==> src/rtl/apb_uart_pkg.sv <==
// Shared encodings for the APB UART controller: FSM states, UART register map and
// the arbiter's request-select codes.
package apb_uart_pkg;

   typedef enum logic [1:0] {
      ST_IDLE   = 2'd0,
      ST_SETUP  = 2'd1,
      ST_ACCESS = 2'd2
   } apb_state_e;

   typedef enum logic [1:0] {
      SEL_NONE = 2'd0,
      SEL_BAUD = 2'd1,
      SEL_TX   = 2'd2,
      SEL_RX   = 2'd3
   } req_sel_e;

   localparam logic [1:0] ADDR_BAUD = 2'd0;
   localparam logic [1:0] ADDR_STAT = 2'd1;
   localparam logic [1:0] ADDR_TXD  = 2'd2;
   localparam logic [1:0] ADDR_RXD  = 2'd3;

endpackage

==> src/rtl/apb_uart_txq.sv <==
// Synchronous TX byte FIFO; pointers carry one extra wrap bit to tell full from empty.
module apb_uart_txq #(
   parameter int WIDTH = 8,
   parameter int DEPTH = 4
) (
   input  logic             pclk,
   input  logic             preset,
   input  logic             push,
   input  logic [WIDTH-1:0] din,
   input  logic             pop,
   output logic [WIDTH-1:0] head,
   output logic             full,
   output logic             empty
);

   localparam int AW = $clog2(DEPTH);

   logic [WIDTH-1:0] mem_q [DEPTH];
   logic [AW:0]      wr_ptr_q, wr_ptr_d;
   logic [AW:0]      rd_ptr_q, rd_ptr_d;
   logic             do_push, do_pop;

   assign empty = (wr_ptr_q == rd_ptr_q);
   assign full  = (wr_ptr_q[AW] != rd_ptr_q[AW]) && (wr_ptr_q[AW-1:0] == rd_ptr_q[AW-1:0]);
   assign head  = mem_q[rd_ptr_q[AW-1:0]];

   // NOTE: every always_comb output gets a default first, so no path can infer a latch.
   always_comb begin
      do_push  = push && !full;
      do_pop   = pop && !empty;
      wr_ptr_d = wr_ptr_q;
      rd_ptr_d = rd_ptr_q;
      if (do_push) wr_ptr_d = wr_ptr_q + (AW+1)'(1);
      if (do_pop)  rd_ptr_d = rd_ptr_q + (AW+1)'(1);
   end

   // NOTE: non-blocking assignments for all state so every flop samples pre-edge values.
   always_ff @(posedge pclk or posedge preset) begin
      if (preset) begin
         wr_ptr_q <= '0;
         rd_ptr_q <= '0;
      end else begin
         wr_ptr_q <= wr_ptr_d;
         rd_ptr_q <= rd_ptr_d;
      end
   end

   // NOTE: storage is deliberately not reset; the pointers alone define which entries are valid.
   always_ff @(posedge pclk) begin
      if (do_push) mem_q[wr_ptr_q[AW-1:0]] <= din;
   end

endmodule

==> src/rtl/apb_uart_ctrl.sv <==
// APB master sequencing a UART slave: baud programming, TX queue drain, RX byte reads.
// Optional APB_TIMEOUT_EN adds an ACCESS-phase timeout with a sticky err flag.
module apb_uart_ctrl
   import apb_uart_pkg::*;
#(
   parameter int                  BITWIDTH  = 8,
   parameter int                  TXQ_DEPTH = 4,
   parameter logic [BITWIDTH-1:0] BAUD_INIT = 8'd26,
   parameter int                  TIMEOUT   = 15
) (
   input  logic                pclk,
   input  logic                preset,
   input  logic [BITWIDTH-1:0] cfg_baud,
   input  logic                cfg_baud_wr,
   input  logic [BITWIDTH-1:0] tx_data,
   input  logic                tx_valid,
   output logic                tx_ready,
   output logic [BITWIDTH-1:0] rx_data,
   output logic                rx_valid,
   output logic                psel,
   output logic                penable,
   output logic                pwrite,
   output logic [1:0]          paddr,
   output logic [BITWIDTH-1:0] pwdata,
   input  logic [BITWIDTH-1:0] prdata,
   input  logic                pready,
   input  logic                tx_rdy_i,
   input  logic                rx_rdy_i,
   output logic                busy,
   output logic                err
);

   apb_state_e          state_q, state_d;
   req_sel_e            sel_q, sel_d;
   logic                pwrite_q, pwrite_d;
   logic [1:0]          paddr_q, paddr_d;
   logic [BITWIDTH-1:0] pwdata_q, pwdata_d;
   logic [BITWIDTH-1:0] baud_val_q, baud_val_d;
   logic                baud_pend_q, baud_pend_d;
   logic                baud_rearm_q, baud_rearm_d;
   logic                rx_armed_q, rx_armed_d;
   logic [BITWIDTH-1:0] rx_data_q, rx_data_d;
   logic                rx_valid_q, rx_valid_d;
   logic                last_rx_q, last_rx_d;

   logic                txq_pop, txq_full, txq_empty;
   logic [BITWIDTH-1:0] txq_head;
   logic                req_baud, req_tx, req_rx;
   logic                grant_baud, xfer_end, baud_done, in_baud;
   logic                tmo_hit;

   apb_uart_txq #(
      .WIDTH (BITWIDTH),
      .DEPTH (TXQ_DEPTH)
   ) u_txq (
      .pclk   (pclk),
      .preset (preset),
      .push   (tx_valid),
      .din    (tx_data),
      .pop    (txq_pop),
      .head   (txq_head),
      .full   (txq_full),
      .empty  (txq_empty)
   );

   assign req_baud = baud_pend_q;
   assign req_tx   = !txq_empty && tx_rdy_i;
   assign req_rx   = rx_rdy_i && rx_armed_q;
   assign xfer_end = (state_q == ST_ACCESS) && (pready || tmo_hit);

   always_comb begin
      state_d    = state_q;
      sel_d      = sel_q;
      pwrite_d   = pwrite_q;
      paddr_d    = paddr_q;
      pwdata_d   = pwdata_q;
      last_rx_d  = last_rx_q;
      rx_data_d  = rx_data_q;
      rx_valid_d = 1'b0;
      rx_armed_d = rx_armed_q | !rx_rdy_i;
      txq_pop    = 1'b0;
      grant_baud = 1'b0;
      psel       = 1'b0;
      penable    = 1'b0;
      case (state_q)
         ST_IDLE: begin
            if (req_baud) begin
               grant_baud = 1'b1;
               sel_d      = SEL_BAUD;
               pwrite_d   = 1'b1;
               paddr_d    = ADDR_BAUD;
               pwdata_d   = baud_val_q;
               state_d    = ST_SETUP;
            end else if (req_tx && (!req_rx || last_rx_q)) begin
               sel_d      = SEL_TX;
               pwrite_d   = 1'b1;
               paddr_d    = ADDR_TXD;
               pwdata_d   = txq_head;
               last_rx_d  = 1'b0;
               state_d    = ST_SETUP;
            end else if (req_rx) begin
               sel_d      = SEL_RX;
               pwrite_d   = 1'b0;
               paddr_d    = ADDR_RXD;
               last_rx_d  = 1'b1;
               state_d    = ST_SETUP;
            end
         end
         ST_SETUP: begin
            psel    = 1'b1;
            state_d = ST_ACCESS;
         end
         ST_ACCESS: begin
            psel    = 1'b1;
            penable = 1'b1;
            if (xfer_end) begin
               state_d = ST_IDLE;
               case (sel_q)
                  SEL_TX: txq_pop = 1'b1;
                  SEL_RX: begin
                     rx_armed_d = 1'b0;
                     if (pready) begin
                        rx_data_d  = prdata;
                        rx_valid_d = 1'b1;
                     end
                  end
                  default: ;
               endcase
            end
         end
         default: state_d = ST_IDLE;
      endcase
   end

   // A rewrite request that lands while a baud write is already committed must survive its completion.
   always_comb begin
      in_baud      = ((state_q != ST_IDLE) && (sel_q == SEL_BAUD)) || grant_baud;
      baud_done    = xfer_end && (sel_q == SEL_BAUD);
      baud_val_d   = cfg_baud_wr ? cfg_baud : baud_val_q;
      baud_pend_d  = baud_pend_q | cfg_baud_wr;
      baud_rearm_d = baud_rearm_q | (cfg_baud_wr && in_baud);
      if (baud_done) begin
         baud_pend_d  = baud_rearm_q | cfg_baud_wr;
         baud_rearm_d = 1'b0;
      end
   end

   always_ff @(posedge pclk or posedge preset) begin
      if (preset) begin
         state_q      <= ST_IDLE;
         sel_q        <= SEL_NONE;
         pwrite_q     <= 1'b0;
         paddr_q      <= '0;
         pwdata_q     <= '0;
         baud_val_q   <= BAUD_INIT;
         baud_pend_q  <= 1'b1;
         baud_rearm_q <= 1'b0;
         rx_armed_q   <= 1'b1;
         rx_data_q    <= '0;
         rx_valid_q   <= 1'b0;
         last_rx_q    <= 1'b0;
      end else begin
         state_q      <= state_d;
         sel_q        <= sel_d;
         pwrite_q     <= pwrite_d;
         paddr_q      <= paddr_d;
         pwdata_q     <= pwdata_d;
         baud_val_q   <= baud_val_d;
         baud_pend_q  <= baud_pend_d;
         baud_rearm_q <= baud_rearm_d;
         rx_armed_q   <= rx_armed_d;
         rx_data_q    <= rx_data_d;
         rx_valid_q   <= rx_valid_d;
         last_rx_q    <= last_rx_d;
      end
   end

`ifdef APB_TIMEOUT_EN
   localparam int TMO_W = $clog2(TIMEOUT + 1);

   logic [TMO_W-1:0] tmo_cnt_q, tmo_cnt_d;
   logic             err_q, err_d;

   always_comb begin
      tmo_hit   = (state_q == ST_ACCESS) && !pready && (tmo_cnt_q == TMO_W'(TIMEOUT - 1));
      tmo_cnt_d = '0;
      if ((state_q == ST_ACCESS) && !pready && !tmo_hit) tmo_cnt_d = tmo_cnt_q + TMO_W'(1);
      err_d     = err_q | tmo_hit;
   end

   always_ff @(posedge pclk or posedge preset) begin
      if (preset) begin
         tmo_cnt_q <= '0;
         err_q     <= 1'b0;
      end else begin
         tmo_cnt_q <= tmo_cnt_d;
         err_q     <= err_d;
      end
   end

   assign err = err_q;
`else
   logic unused_timeout;
   assign unused_timeout = (TIMEOUT != 0);
   assign tmo_hit        = 1'b0;
   assign err            = 1'b0;
`endif

   assign pwrite   = pwrite_q;
   assign paddr    = paddr_q;
   assign pwdata   = pwdata_q;
   assign rx_data  = rx_data_q;
   assign rx_valid = rx_valid_q;
   assign tx_ready = !txq_full;
   assign busy     = (state_q != ST_IDLE) || baud_pend_q || !txq_empty;

endmodule

==> config.mk <==
export PLATFORM = sky130hd
export DESIGN_NAME = apb_uart_ctrl
export DESIGN_NICKNAME = d
export VERILOG_FILES = /design/src/rtl/apb_uart_pkg.sv /design/src/rtl/apb_uart_txq.sv /design/src/rtl/apb_uart_ctrl.sv
export SDC_FILE = /design/constraint.sdc
export NUM_CORES = 1
export LEC_CHECK = 0
export BUFFER_PORTS_ARGS = -buffer_cell sky130_fd_sc_hd__buf_2
export CORE_ASPECT_RATIO = 1.5
export CORE_MARGIN = 8
export CORE_UTILIZATION = 55
export CTS_CLUSTER_SIZE = 25
export DETAILED_ROUTE_END_ITERATION = 6
export PLACE_DENSITY = 0.9
export SKIP_CTS_REPAIR_TIMING = 1
export SLEW_MARGIN = 40
export SYNTH_ARGS = -nofsm -noshare
export SYNTH_HDL_FRONTEND = slang
export SYNTH_SLANG_ARGS = --single-unit
==> constraint.sdc <==
create_clock -name pclk -period 4.71 [get_ports pclk]
set_clock_uncertainty 0.15 [all_clocks]
set_input_delay 0.2355 -clock pclk [delete_from_list [all_inputs] [get_ports pclk]]
set_output_delay 0.2355 -clock pclk [all_outputs]
set_load 0.005 [all_outputs]
==> flow_summary.yaml <==
outcome:
  status: "complete, no violations"
final_layout:
  final_area_um2: 3880
  multi_input_area_um2: 1030
  fill_cells: 330
  nNetsFinal: 331
  drive_above_1_share_pct: 37.7
  finish.utilization_pct: 70.7
  ff_latch_area_um2: 1990
  antennaDiodeCount: 0
  final_cells: 367
  syn_to_final_growth_pct: 24.6
setup_path:
  crit_path_end_kind: "output port"
  worstPathMaxFanout: 12
  critPathKind: "reg2out"
  slowest_stage: "dfrtp_1"
  cp_cell_sequence: "xor2_1, or4_1, buf_2"
  critical_path_arrival_ns: 2.01
  startpoint_type: "register"
  worstPathRequired_ns: 4.32
  rr_worst_depth: 3
  critPathMaxStageDelay_ns: 0.78
synthesis:
  ys_types: 41
  avgSynthCellArea_um2: 15.1
  synth.yosys.warnings: 0
  ys_seq_area_share_pct: 64.0
  synth_seq_cells: 73
  synthesis.nets: 245
  syn_area_um2: 3120
  postSynthCellCount: 206
cts:
  clockBufferDepth: 2
  root_buffer: "clkbuf_8"
  numClockSinks: 73
  insertion_delay_ns: 0.34
  htreeDepth: 3
  cts_buffers: 9
  path_clk_slew_ns: 0.08
  cts_tree: "done"
power_and_ir_drop:
  p_clk_share_pct: 23.5
  p_seq_share_pct: 48.2
  pwr_density_cell_nw_per_um2: 518
  ir_drop_uv: 259
  p_leak_nw: 1.66
  power_frac_comb_pct: 28.3
  switching_share_pct: 30.9
  switchingPower_uw: 622
  p_int_mw: 1.39
drt:
  antenna_left: 0
  drc: 0
  drt_iter0_markers: 118
  via_per_inst: 5.19
  vias: 1904
  wl_per_cell_um: 16.6
  first_pass_iters: 4
  wl_mm: 6.11
placement:
  placed_area_um2: 3430
  placed_cells: 325
  dp_slack_ns: 2.40
  io_buffers: 54
  routabilityCongestion: 0.777
  place_hpwl_mm: 4.35
timing:
  finalCritPeriodShare_pct: 50.9
  max-slew-margin-rel_pct: 55.1
  finalSetupViolCount: 0
  finalHoldViolations: 0
  fmax_mhz: 417
  rsz0062_at_grt: "false"
  fin_crit_ns: 2.40
  slew_violations: 0
  fin_ws_ns: 2.31
  setup_tns_ns: 0
  tightest_slew_ns: 0.674
global_routing:
  antenna_found_initial: 0
  grt_max_degree: 42
  grt_pass1_vias: 1830
  grt_pass1_wl_mm: 9.32
  grt-ovfl-total: 0
  grt_use_total_pct: 14.5
floorplan:
  die_h_um: 108
  die_width_um: 77.5
  die_area_um2: 8380
  core.rowCount: 33
  ios: 56
  core_um2: 5490
  initial_utilization_pct: 56.8
flow_run:
  maxCapViolations: 0
hold_path:
  hp-class: "in2reg"
  min_path_cells: 3
-- through the flow --
step,total power [mW],hold slack (ns)
detailed placement,1.54,0.234
global route,2.13,0.114
floorplan,1.33,0.138
CTS,2.01,-0.151
finish,2.01,0.127
global placement,1.51,0.233
-- cell usage after synthesis --
library cell   n  area (um^2)
o31a_2         1         10.0
o31ai_4        1         21.3
o21ai_0        3         15.0
o32a_1         1         10.0
nand2_1       27          101
a21boi_0       1         7.51
mux4_2         8          180
buf_4          2         15.0
dfstp_2        5          131
and3b_1        1         8.76
xnor2_1        5         43.8
ha_1           8          100
a31oi_1        1         6.26
a211o_1        1         8.76
and2_1         4         25.0
dfrtp_1       36          901
o2bb2ai_1      1         8.76
a21boi_1       2         15.0
mux2_2        26          293
clkbuf_8       1         13.8
nand4_1        1         6.26
o31ai_1        1         7.51
nand2b_1       2         12.5
o21a_1         1         7.51
nand4b_1       1         8.76
a21oi_1        4         20.0
or4_1          1         7.51
clkbuf_1       1         3.75
a22o_1         1         8.76
edfxtp_1      32          961
conb_1         1         3.75
inv_1          8         30.0
xor2_1         5         43.8
a2bb2oi_1      1         8.76
o21ai_2        1         8.76
buf_6          2         22.5
clkinv_1       1         3.75
nor2b_1        1         6.26
nand3_1        2         10.0
nor2_1         3         11.3
a311oi_1       1         8.76
-- cell families after synthesis --
logic type,after synthesis,share of synthesized area (%)
xor gates and xnor gates,10,2.81
muxes,34,15.2
adders and majority gates,8,3.21
other,1,0.120
buffers and inverters,15,2.85
AOI/OAI and AO/OA,22,5.54
DFF,73,64.0
and+or+nand+nor,43,6.34
-- layout by cell type, fill, tap and decap left out, types with 2 or more instances in the layout --
cell,n
buf_2,54
dfrtp_1,36
edfxtp_1,32
nand2_1,27
mux2_2,26
dlygate4sd3_1,26
clkbuf_8,9
mux4_2,8
inv_1,8
ha_1,8
xnor2_1,5
xor2_1,5
dfstp_2,5
a21oi_1,4
and2_1,4
o21ai_0,3
nor2_1,3
a21boi_1,2
nand2b_1,2
nand3_1,2
clkinvlp_4,2
-- flip-flops by register name (all words and copies together), names as in the netlist, 2 cells and up --
register	cells
u_txq.rd_ptr_q	3
sel_q	2
state_q	2
u_txq.mem_q	32
pwdata	8
rx_data	8
baud_val_q	8
u_txq.wr_ptr_q	3
-- path summary, 6_finish.rpt --
path,start,to,slack [ns]
max,u_txq.rd_ptr_q[0],busy,2.31
min,tx_rdy_i,sel_q[0],0.13
max reg2reg,u_txq.rd_ptr_q[0],u_txq.mem_q[3][7],2.40
min reg2reg,rx_data[5],rx_data[5],0.33
max in group asynchronous,preset,baud_pend_q,3.64
min in group asynchronous,preset,pwdata[3],0.39
-- final cells by class --
class                           instances  area share (%)
Timing Repair Buffer                   81            13.9
Multi-Input combinational cell        118            26.7
Sequential cell                        73            51.3
Inverter                                9           0.870
Tap cell                               70            2.26
Clock inverter                          6            1.74
Clock buffer                           10            3.29
-- power by group through the flow --
stage / Sequential (mW) / Clock [mW] / Combinational (mW)
after floorplan: 0.946 / 0 / 0.386
after global placement: 0.972 / 0 / 0.533
after detailed placement: 0.980 / 0 / 0.559
after CTS: 0.968 / 0.481 / 0.563
after global routing: 0.985 / 0.505 / 0.638
final: 0.969 / 0.473 / 0.569
-- layer usage --
metal	global-route usage, %	vias to the layer above	routed length (um)
met5	0	-	0
met4	8.67	0	135
met3	4.90	11	331
met2	24.2	66	3210
met1	15.8	910	2430
li1	-	917	-
-- critical path: cells and delay by family (launching register included) --
kind	cells	cell delay [ns]
XOR/XNOR	1	0.25
AND/OR/NAND/NOR	1	0.51
flip-flops	1	0.78
buffers and inverters	1	0.14
Note: power is estimated with default switching activity, not from simulation.
